[config.mk]
export PLATFORM = sky130hd
export DESIGN_NAME = intsqrt_pipe_hs_flat
export DESIGN_NICKNAME = d
export VERILOG_FILES = /design/src/rtl/intsqrt_pkg.sv /design/src/rtl/intsqrt_pipe_hs_if.sv /design/src/rtl/intsqrt_nr_step.sv /design/src/rtl/intsqrt_pipe_hs.sv /design/src/flat_wrapper.sv
export SDC_FILE = /design/constraint.sdc
export NUM_CORES = 1
export LEC_CHECK = 0
export CORE_MARGIN = 2
export CORE_UTILIZATION = 55
export CTS_BUF_LIST = sky130_fd_sc_hd__clkbuf_4
export DETAILED_ROUTE_END_ITERATION = 12
export GPL_ROUTABILITY_DRIVEN = 0
export PLACE_DENSITY = 0.83
export REMOVE_ABC_BUFFERS = 1
export SYNTH_ARGS = -nofsm -noshare
export SYNTH_HDL_FRONTEND = slang
export SYNTH_SLANG_ARGS = --single-unit
[constraint.sdc]
create_clock -name clk -period 8.94 [get_ports clk]
set_clock_uncertainty 0.05 [all_clocks]
set_input_delay 2.235 -clock clk [delete_from_list [all_inputs] [get_ports clk]]
set_output_delay 2.235 -clock clk [all_outputs]
set_load 0.005 [all_outputs]
[src/rtl/intsqrt_pkg.sv]
// Shared types and elaboration helpers for the sequential integer square-root unit.
// Holds the FSM state type, width legality check and derived-width helpers.
package intsqrt_pkg;

   typedef enum logic [1:0] {
      IDLE = 2'd0,
      CALC = 2'd1,
      DONE = 2'd2
   } state_t;

   localparam int DEF_WIDTH = 32;

   function automatic bit width_ok(input int w);
      return (w >= 4) && ((w % 2) == 0);
   endfunction

   function automatic int qw_of(input int w);
      return w / 2;
   endfunction

   function automatic int cnt_w_of(input int w);
      return ((w / 2) > 1) ? $clog2(w / 2) : 1;
   endfunction

endpackage

[src/rtl/intsqrt_pipe_hs_if.sv]
// Operand/result handshake bundle for intsqrt_pipe_hs; slave is the unit, master the environment.
// Operand side: in_valid/in_ready; result side: out_valid/out_ready.
interface intsqrt_pipe_hs_if #(
   parameter int WIDTH = 32
);
   import intsqrt_pkg::*;

   localparam int QW = qw_of(WIDTH);

   logic             in_valid;
   logic             in_ready;
   logic [WIDTH-1:0] num_in;
   logic             round_in;
   logic             out_valid;
   logic             out_ready;
   logic [QW-1:0]    sq_root;
   logic [QW:0]      remainder;
   logic             busy;

   modport slave (
      input  in_valid, num_in, round_in, out_ready,
      output in_ready, out_valid, sq_root, remainder, busy
   );

   modport master (
      output in_valid, num_in, round_in, out_ready,
      input  in_ready, out_valid, sq_root, remainder, busy
   );

endinterface

[src/rtl/intsqrt_nr_step.sv]
// One combinational non-restoring square-root iteration: new partial remainder and root bit.
// Adds when the current remainder is negative, subtracts otherwise.
module intsqrt_nr_step #(
   parameter int QW = 16
) (
   input  logic [QW+1:0] r,
   input  logic [QW-1:0] q,
   input  logic [1:0]    pair,
   output logic [QW+1:0] r_next,
   output logic          q_bit
);
   logic [QW+1:0] left;
   logic [QW+1:0] right;

   // Shift drops the top two bits of r; the remainder magnitude always fits after the shift.
   assign left   = (r << 2) | {{QW{1'b0}}, pair};
   assign right  = {q, r[QW+1], 1'b1};
   assign r_next = r[QW+1] ? (left + right) : (left - right);
   assign q_bit  = ~r_next[QW+1];

endmodule

[src/rtl/intsqrt_pipe_hs.sv]
// Sequential integer square root, one root bit per cycle, QW cycles per operand.
// Valid/ready on both sides; result held in DONE until accepted, new operand may chain from DONE.
module intsqrt_pipe_hs
   import intsqrt_pkg::*;
#(
   parameter int WIDTH = DEF_WIDTH
) (
   input  logic            clk,
   input  logic            rst,
   intsqrt_pipe_hs_if.slave io
);
   localparam int QW = qw_of(WIDTH);
   localparam int CW = cnt_w_of(WIDTH);

   generate
      if (!width_ok(WIDTH)) begin : g_bad_width
         $error("intsqrt_pipe_hs: WIDTH must be even and >= 4");
      end
   endgenerate

   state_t           state;
   logic [WIDTH-1:0] rad;
   logic [QW+1:0]    r;
   logic [QW+1:0]    r_next;
   logic [QW-1:0]    q;
   logic [QW-1:0]    q_next;
   logic             q_bit;
   logic [CW-1:0]    cnt;
   logic             rnd;
   logic [QW:0]      rem_fin;
   logic [QW-1:0]    root_fin;
   logic             round_up;
   logic             accept;

   intsqrt_nr_step #(.QW(QW)) u_step (
      .r      (r),
      .q      (q),
      .pair   (rad[WIDTH-1 -: 2]),
      .r_next (r_next),
      .q_bit  (q_bit)
   );

   assign q_next = QW'({q, q_bit});

   // Final correction and rounding act on the step result of the last CALC cycle.
   assign rem_fin  = r_next[QW+1] ? (r_next[QW:0] + {q_next, 1'b1}) : r_next[QW:0];
   assign round_up = rnd && (rem_fin > {1'b0, q_next}) && !(&q_next);
   assign root_fin = q_next + QW'(round_up);

   assign io.in_ready  = !rst && ((state == IDLE) || ((state == DONE) && io.out_ready));
   assign io.out_valid = (state == DONE);
   assign io.busy      = (state != IDLE);
   assign accept       = io.in_valid && io.in_ready;

   always_ff @(posedge clk or posedge rst) begin
      if (rst) begin
         state        <= IDLE;
         rad          <= '0;
         r            <= '0;
         q            <= '0;
         cnt          <= '0;
         rnd          <= 1'b0;
         io.sq_root   <= '0;
         io.remainder <= '0;
      end else if (accept) begin
         state <= CALC;
         rad   <= io.num_in;
         rnd   <= io.round_in;
         r     <= '0;
         q     <= '0;
         cnt   <= CW'(QW - 1);
      end else if (state == CALC) begin
         rad <= rad << 2;
         r   <= r_next;
         q   <= q_next;
         if (cnt == '0) begin
            state        <= DONE;
            io.sq_root   <= root_fin;
            io.remainder <= rem_fin;
         end else begin
            cnt <= cnt - CW'(1);
         end
      end else if ((state == DONE) && io.out_ready) begin
         state <= IDLE;
      end
   end

endmodule

[src/flat_wrapper.sv]
// flat-port wrapper written by rule: the top's interface ports become plain ports
module intsqrt_pipe_hs_flat import intsqrt_pkg::*;
#(
   parameter int WIDTH = DEF_WIDTH
)
  (clk, rst, io_in_valid, io_num_in, io_round_in, io_out_ready, io_in_ready, io_out_valid, io_sq_root, io_remainder, io_busy);
  intsqrt_pipe_hs_if #(.WIDTH(WIDTH)) io_i ();
  input  logic clk;
  input  logic rst;
  input wire logic [$bits(io_i.in_valid)-1:0] io_in_valid;
  input wire logic [$bits(io_i.num_in)-1:0] io_num_in;
  input wire logic [$bits(io_i.round_in)-1:0] io_round_in;
  input wire logic [$bits(io_i.out_ready)-1:0] io_out_ready;
  output wire logic [$bits(io_i.in_ready)-1:0] io_in_ready;
  output wire logic [$bits(io_i.out_valid)-1:0] io_out_valid;
  output wire logic [$bits(io_i.sq_root)-1:0] io_sq_root;
  output wire logic [$bits(io_i.remainder)-1:0] io_remainder;
  output wire logic [$bits(io_i.busy)-1:0] io_busy;
  assign io_i.in_valid = io_in_valid;
  assign io_i.num_in = io_num_in;
  assign io_i.round_in = io_round_in;
  assign io_i.out_ready = io_out_ready;
  assign io_in_ready = io_i.in_ready;
  assign io_out_valid = io_i.out_valid;
  assign io_sq_root = io_i.sq_root;
  assign io_remainder = io_i.remainder;
  assign io_busy = io_i.busy;
  intsqrt_pipe_hs #(.WIDTH(WIDTH)) u_core (.clk(clk), .rst(rst), .io(io_i));
endmodule
Word level (Yosys, flattened, before mapping)
Index checks and enable logic that the tools add are counted.
W data, S select, Z words.
Word-level totals
  register bits after elaboration: 106
  bits in latches: 0
  RAM bits: 0
  ROM bits: 0
  input bits: 37
  output and inout bits: 36
  memories kept: 0
Operators by class
  add/subtract/negate cells: 5
  multipliers: 0
  div/mod/pow operators: 0
  magnitude comparators: 1
  equal/unequal tests: 4
  shifts and indexed selects: 0
  mux-type cells: 15
  bitwise operators: 3
  reductions and logical operators: 17
Operators with widths (count)
  $mux W32: 2
  $mux W18: 3
  $mux W16: 2
  $add A18 B18 Y18: 1
  $or A18 B2 Y18: 1
  $sub A18 B18 Y18: 1
  $add A17 B17 Y17: 1
  $gt A17 B16 Y1: 1
  $mux W17: 1
  $add A16 B1 Y16: 1
  $reduce_and A16 Y1: 1
  $mux W4: 3
  $mux W2: 4
  $logic_and A1 B1 Y1: 5
  $logic_not A4 Y1: 1
  $reduce_and A2 Y1: 2
  $reduce_bool A2 Y1: 2
  $sub A4 B1 Y4 const B: 1
  $ne A3 B2 Y1 const B: 1
  $reduce_and A3 Y1: 1
  $reduce_bool A3 Y1: 1
  $eq A2 B1 Y1 const B: 1
  $eq A2 B2 Y1 const B: 1
  $logic_not A1 Y1: 2
  other kinds (4): 5

Longest topological paths before layout
Gate-level depths: netlist of run 1.
  depth after elaboration: 10
  mapped depth: 36
  gate-level depth less buffers: 32

By module
Synthesis of run 1 repeated with hierarchy kept, for this count alone.
Second synthesis, totals
  cell total of the unflattened synthesis: 812
  area total of the unflattened synthesis: 6929.1 µm²
By module, submodules not included
  intsqrt_pipe_hs: times used 1, cells an instance 676, area each 5923.2 µm², seq. area each 2652.5 µm²
  intsqrt_nr_step: times used 1, cells an instance 136, area each 1006.0 µm², seq. area each 0.0 µm²

Worst setup path after synthesis of run 1
OpenSTA, ideal clock, no wires.
  kind: register to register
  start: register u_core.r[17]
  end: register u_core.io.sq_root[13]
  library setup time: 0.133 ns
  arrival: 6.797 ns
  slack: 1.960 ns
  cell stages (with the launch flop): 37
  path buffers: 4
  clock period less this slack: 6.980 ns
  cell sequence: dfrtp_1 > buf_4 > buf_1 > xnor2_1 > ha_1 > and3_1 > and3_1 > a2bb2oi_1 > a21o_1 > and2_2 > buf_6 > clkbuf_1 > ha_1 > nor2b_1 > o21ai_1 > a21boi_0 > o21ai_1 > a21oi_1 > a221o_1 > a21oi_1 > xor2_1 > o21ai_0 > ha_1 > nand3_1 > nor2_1 > o211ai_1 > a31oi_1 > a21boi_0 > a31oi_1 > o21ai_1 > a311oi_1 > ha_1 > nand3_1 > or3_1 > nor3_1 > xnor2_1 > o21ai_0
Between the ends
  word-level cells in the longest chain between the ends: 9
  elaborated cells on any way between the ends: 12
  classes of those cells: 4 x add/sub; 1 x order compare; 2 x mux; 1 x bitwise; 4 x reduce/logical
RTL lines
  from (decl): line intsqrt_pipe_hs.sv:23  | logic [QW+1:0] r;
  from (signal assigned): line intsqrt_pipe_hs.sv:74  | r <= r_next;
  $sub A18 B18 Y18 / $add A18 B18 Y18 (equally long branches): line intsqrt_nr_step.sv:18  | assign r_next = r[QW+1] ? (left + right) : (left - right);
  $mux W18 *: line intsqrt_nr_step.sv:18
  $not A1 Y1: line intsqrt_nr_step.sv:19  | assign q_bit = ~r_next[QW+1];
  $add A17 B17 Y17: line intsqrt_pipe_hs.sv:46  | assign rem_fin = r_next[QW+1] ? (r_next[QW:0] + {q_next, 1'b1}) : r_next[QW:0];
  $mux W17 *: line intsqrt_pipe_hs.sv:46
  net u_core.rem_fin[11]: line intsqrt_pipe_hs.sv:30  | logic [QW:0] rem_fin;
  $gt A17 B16 Y1 *: line intsqrt_pipe_hs.sv:47  | assign round_up = rnd && (rem_fin > {1'b0, q_next}) && !(&q_next);
  $logic_and A1 B1 Y1 * (2 in series): line intsqrt_pipe_hs.sv:47
  $add A16 B1 Y16 *: line intsqrt_pipe_hs.sv:48  | assign root_fin = q_next + QW'(round_up);
  to (signal assigned): line intsqrt_pipe_hs.sv:78  | io.sq_root <= root_fin;
  to (decl): line intsqrt_pipe_hs_if.sv:22  | output in_ready, out_valid, sq_root, remainder, busy
The timed path passes the listed nets; every way through them passes the cells marked *.
A chain may end at the register's enable or synchronous reset.

Final worst setup path of run 1
  start: register u_core.r[17]
  end: register u_core.io.sq_root[15]
Same word-level chain as after synthesis.

==> reports/metrics.yaml, run 1 <==
outcome:
  status: "finished clean"
timing:
  holdWs_ns: 0.446
  fin_ws_ns: 0.796
  fmax_ghz: 0.123
  hold_viol_final: 0
  drv_slew: 0
  min_period_over_period_pct: 91.1
  worstMarginPinSlew_ns: 0.980
  setup-tns-final_ns: 0
  setup_viol: 0
  period_needed_ns: 8.14
  slew_headroom_pct: 34.4
  rsz0062_at_grt: "no"
die:
  die_h_um: 115
  core_area_um2: 12000
  die_w_um: 115
  dieArea_um2: 13200
  initial_core_util_pct: 56.2
  io_pins: 73
  fp-row-count: 40
global_route:
  grt_pass1_vias: 5915
  grt_pass1_wl_mm: 28.4
  gr-total-overflow: 0
  track_usage_pct: 27.6
  grt_max_degree: 59
  antenna_found_initial: 0
setup_path:
  startpoint_type: "flip-flop"
  critPathRequiredTime_ns: 9.26
  cp-end-kind: "flip-flop"
  arrival_ns: 8.47
  path_class: "flip-flop to flip-flop"
  path_common_cell: "ha_1"
  cpPeakStageDelay_ns: 0.95
  path_max_fanout: 17
  critical-path-slowest-cell: "dfrtp_1"
synthesis:
  synth.top_cell.area_share_pct: 38.9
  synth_edf_count: 0
  ys_async_sr_fraction_pct: 100
  seq_area_frac_synth_pct: 38.9
  synthTopCellsByArea: "dfrtp_1, ha_1, nand2_1"
  syn_avg_cell_area_um2: 8.84
  ys_types: 60
  ys_ff_latch: 105
  yosysTopAreaCell: "dfrtp_1"
  synth_cells: 764
  synth_warnings: 0
  synth_ff_type: "dfrtp_1"
  syn-cell-area_um2: 6750
placement:
  post_dp_cell_area_um2: 7540
  port_buffers: 72
  pre_cts_ws_ns: 1.05
  place_hpwl_mm: 12.8
  placed_cells_incl_taps: 952
clock_tree:
  ctsHtreeMaxLevel: 3
  post-cts-setup-buffers: 0
  cts_tree: "built"
  cts_resized: 0
  path_clk_slew_ns: 0.17
  clock_latency_ns: 0.52
  cts_root_buf: "clkbuf_4"
  cts.sinks: 105
  cts_buffers: 9
  clockBufferDepth: 2
  ctsHoldBuffers: 0
detailed_routing:
  drc_errors: 0
  wire_per_inst_um: 18.1
  drt-initial-drc-count: 493
  viasPerCell: 6.20
  dr.pass1.iters: 6
  dr_total_vias: 6006
  drt-total-wl_mm: 17.5
  ant_nets: 0
final_layout:
  drive_gt1_share_pct: 6.94
  area_delta_synth_final_pct: 13.5
  final_common_cell: "nand2_1"
  stdcell_area_um2: 7660
  layout.cells.most_common_list: "nand2_1, dfrtp_1, clkdlybuf4s50_1, o21ai_0, ha_1"
  final_cells: 968
  nets: 904
  antenna-diode-count: 0
  fill_cells: 1011
power_and_ir_drop:
  p_comb_share_pct: 6.7
  seqPwrFrac_pct: 63.0
  powerDensity_nw_per_um2: 101
  p_int_w: 0.000566
  sw_frac_of_total_pct: 26.5
  peakVddDrop_uv: 71.9
  p_switching_w: 0.000204
  p_leak_nw: 3.62
  p_clk_share_pct: 30.2
run:
  drv_cap: 0
min_path:
  min_path_type: "flip-flop to flip-flop"
## state kept, by name, indices dropped and copies added, names as in the netlist
register,count
u_core.cnt,4
u_core.io.remainder,17
u_core.io.sq_root,16
u_core.q,16
u_core.r,17
u_core.rad,32
u_core.rnd,1
u_core.state,2
## through the flow
stage | power, W | util (%)
2_1_floorplan | 0.000520 | -
3_3_place_gp | 0.000545 | 62.8
3_5_place_dp | 0.000546 | 62.8
4_1_cts | 0.000775 | 63.8
5_1_grt | 0.000802 | 63.8
6_report | 0.000771 | 63.8
## final cells by class
type                       instances  area, µm²  area share [%]
multi-input combinational        587       3830            49.9
sequential                       105       2630            34.3
timing repair buffer              79        773            10.1
tap                              147        184            2.40
inverter                          34        130            1.70
clock buffer                       9       67.6           0.882
clock inverter                     7       53.8           0.702
## path summary, 6_finish.rpt
kind | start | to | slack (ns) | cells past startpoint
worst max-delay path | u_core.r[17] | u_core.io.sq_root[15] | 0.80 | 32
worst min-delay path | u_core.io.sq_root[11] | u_core.io.sq_root[11] | 0.45 | 2
worst max register to register | u_core.r[17] | u_core.io.sq_root[15] | 0.80 | 32
worst min register to register | u_core.io.sq_root[11] | u_core.io.sq_root[11] | 0.45 | 2
max in group asynchronous | rst | u_core.q[11] | 5.56 | 3
min in group asynchronous | rst | u_core.r[0] | 2.11 | 2
## cells in the mapped netlist (5+ instances only)
library cell / n
dfrtp_1: 105
a21o_1: 9
nor3_1: 15
nand2_1: 132
ha_1: 51
xor2_1: 9
and3_1: 7
o21ai_0: 62
a31oi_1: 5
a21oi_1: 37
nor2_1: 31
clkbuf_1: 30
a22oi_1: 30
nand3_1: 42
inv_1: 34
xnor2_1: 46
nand4_1: 8
o21ai_1: 5
mux2_2: 18
o21a_1: 6
nand2b_1: 8
a22o_1: 6
## cell families (layout without fill, tap and decap cells)
group | Yosys count | after routing | synth area share (%)
AND/OR/NAND/NOR | 268 | 268 | 18.1
AO/OA/AOI/OAI | 191 | 191 | 18.3
XOR/XNOR | 55 | 55 | 7.14
buffers and inverters | 72 | 129 | 4.50
multiplexers | 22 | 22 | 3.61
flip-flops | 105 | 105 | 38.9
adder cells (fa/ha/maj) | 51 | 51 | 9.45
## power groups by stage
stage / Combinational [W] / Clock, W / Sequential [W]
finish: 0.0000519 / 0.000233 / 0.000486
detailed placement: 0.0000522 / 0 / 0.000494
global route: 0.0000581 / 0.000257 / 0.000487
CTS: 0.0000524 / 0.000237 / 0.000486
floorplan: 0.0000274 / 0 / 0.000493
global placement: 0.0000505 / 0 / 0.000494
## routing by layer
layer / global-route usage, % / share of wire, % / vias to the layer above
met4: 14.5 / 4.1 / 0
met5: 0 / 0 / -
li1: - / - / 2794
met2: 45.3 / 48 / 308
met1: 34.1 / 40 / 2840
met3: 6.64 / 8.0 / 64
## critical path, delay by kind of cell, from the launching register on
family | cells | cell delay, ns
XOR/XNOR | 3 | 0.57
flip-flops | 1 | 0.95
AND/OR/NAND/NOR | 10 | 2.30
AO/OA/AOI/OAI | 15 | 2.85
adder cells (fa/ha/maj) | 4 | 1.28
(Power assumes the default switching activity.)
==> run 2, diff against run 1 <==
--- a/config.mk
+++ b/config.mk
@@ -9,7 +9,6 @@
 export CORE_UTILIZATION = 55
 export CTS_BUF_LIST = sky130_fd_sc_hd__clkbuf_4
 export DETAILED_ROUTE_END_ITERATION = 12
-export GPL_ROUTABILITY_DRIVEN = 0
 export PLACE_DENSITY = 0.83
 export REMOVE_ABC_BUFFERS = 1
 export SYNTH_ARGS = -nofsm -noshare
==> reports/metrics.yaml, run 2 (synthesized netlist as in run 1, its figures left out) <==
final_layout:
  nets: 904
  antenna-diode-count: 0
  area_delta_synth_final_pct: 13.7
  regMostFlops: "u_core.rad"
  layout.cells.most_common_list: "nand2_1, dfrtp_1, clkdlybuf4s50_1, o21ai_0, ha_1"
  final_common_cell: "nand2_1"
  fill_cells: 1047
  final_util_pct: 63.9
  drive_gt1_share_pct: 7.06
  largest_reg_flops: 32
  largestRegisters: "u_core.rad (32), u_core.io.remainder (17), u_core.r (17)"
clock_tree:
  ctsHtreeMaxLevel: 3
  cts_tree: "built"
  cts_resized: 0
  cts_buffers: 9
  clock_latency_ns: 0.53
  post-cts-setup-buffers: 0
  cts_root_buf: "clkbuf_4"
  clockBufferDepth: 2
  ctsHoldBuffers: 0
  cts.sinks: 105
  path_clk_slew_ns: 0.17
detailed_routing:
  drc_errors: 0
  wire_per_inst_um: 18.2
  drt-initial-drc-count: 380
  dr_total_vias: 5853
  ant_nets: 0
  drt-total-wl_mm: 17.6
  viasPerCell: 6.05
  dr.pass1.iters: 4
global_route:
  gr-total-overflow: 0
  grt_pass1_wl_mm: 28.9
  antenna_found_initial: 0
  grt_max_degree: 75
  grt_pass1_vias: 5731
  track_usage_pct: 28.1
power_and_ir_drop:
  p_leak_nw: 3.63
  powerDensity_nw_per_um2: 102
  peakVddDrop_uv: 111
setup_path:
  r2r-end: "u_core.io.sq_root[13]"
  cpLargestDelayFamily: "compound AO/OA/AOI/OAI gates"
  cpPeakStageDelay_ns: 0.99
  critical_path_buf_inv_count: 0
  path_max_fanout: 17
  path_common_cell: "ha_1"
  path_class: "flip-flop to flip-flop"
  cp-end-kind: "flip-flop"
  arrival_ns: 8.59
  rr_startpoint: "u_core.r[17]"
  critPathRequiredTime_ns: 9.25
  startpoint_type: "flip-flop"
  critical-path-slowest-cell: "dfrtp_1"
  r2r_cells: 32
  reg2reg_setup_slack_ns: 0.66
timing:
  period_needed_ns: 8.28
  rsz0062_at_grt: "no"
  hold_viol_final: 0
  slew_headroom_pct: 32.9
  setup_viol: 0
  fmax_ghz: 0.121
  worstMarginPinSlew_ns: 1.00
  drv_slew: 0
  min_period_over_period_pct: 92.6
  setup-tns-final_ns: 0
min_path:
  whs_path_depth: 2
  min_path_type: "flip-flop to flip-flop"
  min_from: "u_core.io.sq_root[7]"
  hold_end: "u_core.io.sq_root[7]"
die:
  die_w_um: 115
  die_h_um: 115
  dieArea_um2: 13200
  fp-row-count: 40
  initial_core_util_pct: 56.2
  core_area_um2: 12000
  io_pins: 73
run:
  drv_cap: 0
placement:
  port_buffers: 72
  place_hpwl_mm: 12.9
  gp_congestion: 0.941
outcome:
  status: "finished clean"
-- run 2: cell count changes in the layout (fill, tap and decap cells not counted), sizes merged --
cell,previous run,this run
clkbuf,9,10
inv,37,36
-- run 2: routing by layer --
metal / GRT usage [%] / wire [µm] / up-vias
li1: - / - / 2785
met2: 45.6 / 8420 / 207
met1: 36.0 / 7520 / 2816
met4: 12.6 / 561 / 0
met5: 0 / 0 / -
met3: 6.59 / 1090 / 45
-- run 2: worst max-delay path by stage --
stage | end | depth (start not counted) | startpoint | slack, ns
2_1_floorplan | u_core.io.sq_root[15] | 32 | u_core.r[17] | 2.09
3_3_place_gp | u_core.io.sq_root[15] | 32 | u_core.r[17] | 0.97
3_5_place_dp | u_core.io.sq_root[15] | 32 | u_core.r[17] | 0.83
4_1_cts | u_core.io.sq_root[13] | 32 | u_core.r[17] | 0.78
5_1_grt | u_core.io.sq_root[13] | 32 | u_core.r[17] | 0.13
6_report | u_core.io.sq_root[13] | 32 | u_core.r[17] | 0.66
-- run 2: worst register-to-register path, delay by kind of cell (launching register included) --
family	cells	cell delay, ns
AND/OR/NAND/NOR	8	2.04
flip-flops	1	0.99
AO/OA/AOI/OAI	17	3.30
XOR/XNOR	3	0.49
adder cells (fa/ha/maj)	4	1.25
-- run 2: per-stage QoR --
stage                     std cells  instance area (µm²)  setup slack [ns]  total power (W)  hold WS (ns)
after floorplan                 726                 6570              2.09         0.000520         0.392
after global placement          952                 7540             0.969         0.000545         0.411
after detailed placement        952                 7540             0.832         0.000547         0.418
after CTS                       968                 7680             0.777         0.000793         0.449
after global routing            968                 7680             0.131         0.000819         0.471
final                           968                 7680             0.658         0.000783         0.444
-- run 2: power by group --
| part | leakage, nW | switching [W] | internal (W) | total, W |
|---|---|---|---|---|
| registers | 1.28 | 0.00000423 | 0.000481 | 0.000486 |
| clock network | 0.0719 | 0.000178 | 0.0000664 | 0.000245 |
| logic | 2.27 | 0.0000277 | 0.0000251 | 0.0000529 |
-- run 2: final cells by class --
type / count / area (µm²) / area share, %
clock inverter: 6 / 61.3 / 0.799
sequential: 105 / 2630 / 34.2
multi-input combinational: 587 / 3830 / 49.8
inverter: 34 / 130 / 1.69
clock buffer: 10 / 75.1 / 0.978
tap: 147 / 184 / 2.40
timing repair buffer: 79 / 773 / 10.1
==> run 3, diff against run 2 <==
--- a/config.mk
+++ b/config.mk
@@ -11,6 +11,7 @@
 export DETAILED_ROUTE_END_ITERATION = 12
 export PLACE_DENSITY = 0.83
 export REMOVE_ABC_BUFFERS = 1
+export SETUP_SLACK_MARGIN = 0.4
 export SYNTH_ARGS = -nofsm -noshare
 export SYNTH_HDL_FRONTEND = slang
 export SYNTH_SLANG_ARGS = --single-unit
==> reports/metrics.yaml, run 3 (synthesized netlist as in run 1, its figures left out) <==
detailed_routing:
  drt-total-wl_mm: 17.5
  dr.pass1.iters: 5
  drt-initial-drc-count: 387
  dr_wl_met2_mm: 8.43
  drc_errors: 0
  top_layer_used: "met4"
  viasPerCell: 6.04
  met3_length_mm: 1.08
  met1Wirelength_mm: 7.46
  ant_nets: 0
  wire_per_inst_um: 18.1
  dr_total_vias: 5848
timing:
  fin_ws_ns: 1.01
  hold_viol_final: 0
  fmax_ghz: 0.126
  holdWs_ns: 0.444
  setup_viol: 0
  slew_headroom_pct: 33.5
  period_needed_ns: 7.93
  drv_slew: 0
  worstMarginPinSlew_ns: 0.994
  min_period_over_period_pct: 88.7
  rsz0062_at_grt: "no"
  setup-tns-final_ns: 0
final_layout:
  regMostFlops: "u_core.rad"
  largestRegisters: "u_core.rad (32), u_core.io.remainder (17), u_core.r (17)"
  drive_gt1_share_pct: 7.19
  largest_reg_flops: 32
  final_cells: 968
  layout.cells.most_common_list: "nand2_1, dfrtp_1, clkdlybuf4s50_1, o21ai_0, ha_1"
  area_delta_synth_final_pct: 13.8
  antenna-diode-count: 0
  final_common_cell: "nand2_1"
  nets: 904
  final_util_pct: 63.9
global_route:
  grt_pass1_vias: 5731
  grt_max_degree: 75
  gr-total-overflow: 0
  track_usage_pct: 28.1
  antenna_found_initial: 0
  grt_pass1_wl_mm: 28.9
outcome:
  status: "finished clean"
placement:
  pre_cts_ws_ns: 0.832
  gp_congestion: 0.941
  placed_cells_incl_taps: 952
  place_hpwl_mm: 12.9
  port_buffers: 72
clock_tree:
  ctsHtreeMaxLevel: 3
  path_clk_slew_ns: 0.18
  post-cts-setup-buffers: 0
  cts_buffers: 9
  clockBufferDepth: 2
  cts_tree: "built"
  clock_latency_ns: 0.53
  cts.sinks: 105
  cts_root_buf: "clkbuf_4"
setup_path:
  path_class: "flip-flop to flip-flop"
  cp-endpoint: "u_core.io.sq_root[13]"
  r2r-end: "u_core.io.sq_root[13]"
  reg2reg_setup_slack_ns: 1.01
  rr_startpoint: "u_core.r[17]"
  critPathRequiredTime_ns: 9.26
  path_common_cell: "ha_1"
  startpoint_type: "flip-flop"
  cpLargestDelayFamily: "compound AO/OA/AOI/OAI gates"
  arrival_ns: 8.25
  cpPeakStageDelay_ns: 0.72
  path_max_fanout: 17
  r2r_cells: 32
  critical-path-slowest-cell: "dfrtp_2"
  crit_cells: 32
  cp-startpoint: "u_core.r[17]"
  cp-end-kind: "flip-flop"
  critical_path_buf_inv_count: 0
die:
  core_area_um2: 12000
  dieArea_um2: 13200
  die_h_um: 115
  initial_core_util_pct: 56.2
  fp-row-count: 40
  die_w_um: 115
  io_pins: 73
power_and_ir_drop:
  p_leak_nw: 3.62
  powerDensity_nw_per_um2: 102
  peakVddDrop_uv: 112
run:
  drv_cap: 0
min_path:
  min_path_type: "flip-flop to flip-flop"
run 3: cell types whose count changed in the layout (fill, tap and decap cells not counted):
| cell | change |
|---|---|
| dfrtp_1 | -1 |
| dfrtp_2 | +1 |
run 3: worst min-delay path by stage:
stage	depth (start not counted)	to	start
6_report	2	u_core.io.sq_root[7]	u_core.io.sq_root[7]
3_5_place_dp	2	u_core.rad[18]	u_core.rad[18]
4_1_cts	2	u_core.rad[20]	u_core.rad[18]
5_1_grt	2	u_core.rad[9]	u_core.rad[9]
3_3_place_gp	2	u_core.rad[29]	u_core.rad[29]
2_1_floorplan	2	u_core.rnd	u_core.rnd
run 3: final cells by class:
type,count,area (µm²)
clock inverters,6,61.3
flip-flops and latches,105,2630
inverters,34,130
fillers,1047,4330
clock buffers,10,75.1
repair buffers,79,773
well taps,147,184
multi-input cells,587,3830
run 3: power by group:
part / switching (W) / internal [W]
Clock: 0.000179 / 0.0000663
Combinational: 0.0000275 / 0.0000251
Sequential: 0.00000422 / 0.000481
Total: 0.000211 / 0.000573
run 3: what timing repair did:
item / in CTS / in global routing
setup endpoints to repair: 0 / 5
hold buffers: 0 / 0
gates resized for setup: 0 / 1
hold endpoints to repair: 0 / 0
run 3: worst reg2reg max path: cells and delay by family, from the launching register on:
family	cells	cell delay, ns
AOI/OAI and AO/OA	15	2.82
and+or+nand+nor	10	2.49
DFF	1	0.72
xor gates and xnor gates	3	0.45
adders and majority gates	4	1.23
run 3: per-layer routing:
| layer | GRT usage [%] | up-vias |
|---|---|---|
| met4 | 12.6 | 0 |
| met3 | 6.59 | 46 |
| met1 | 36.0 | 2824 |
| li1 | - | 2783 |
| met2 | 45.6 | 195 |
| met5 | 0 | - |
run 3: through the flow:
stage | power, W | area (µm²)
5_1_grt | 0.000818 | 7680
3_3_place_gp | 0.000545 | 7540
2_1_floorplan | 0.000520 | 6570
6_report | 0.000784 | 7680
3_5_place_dp | 0.000547 | 7540
4_1_cts | 0.000793 | 7680
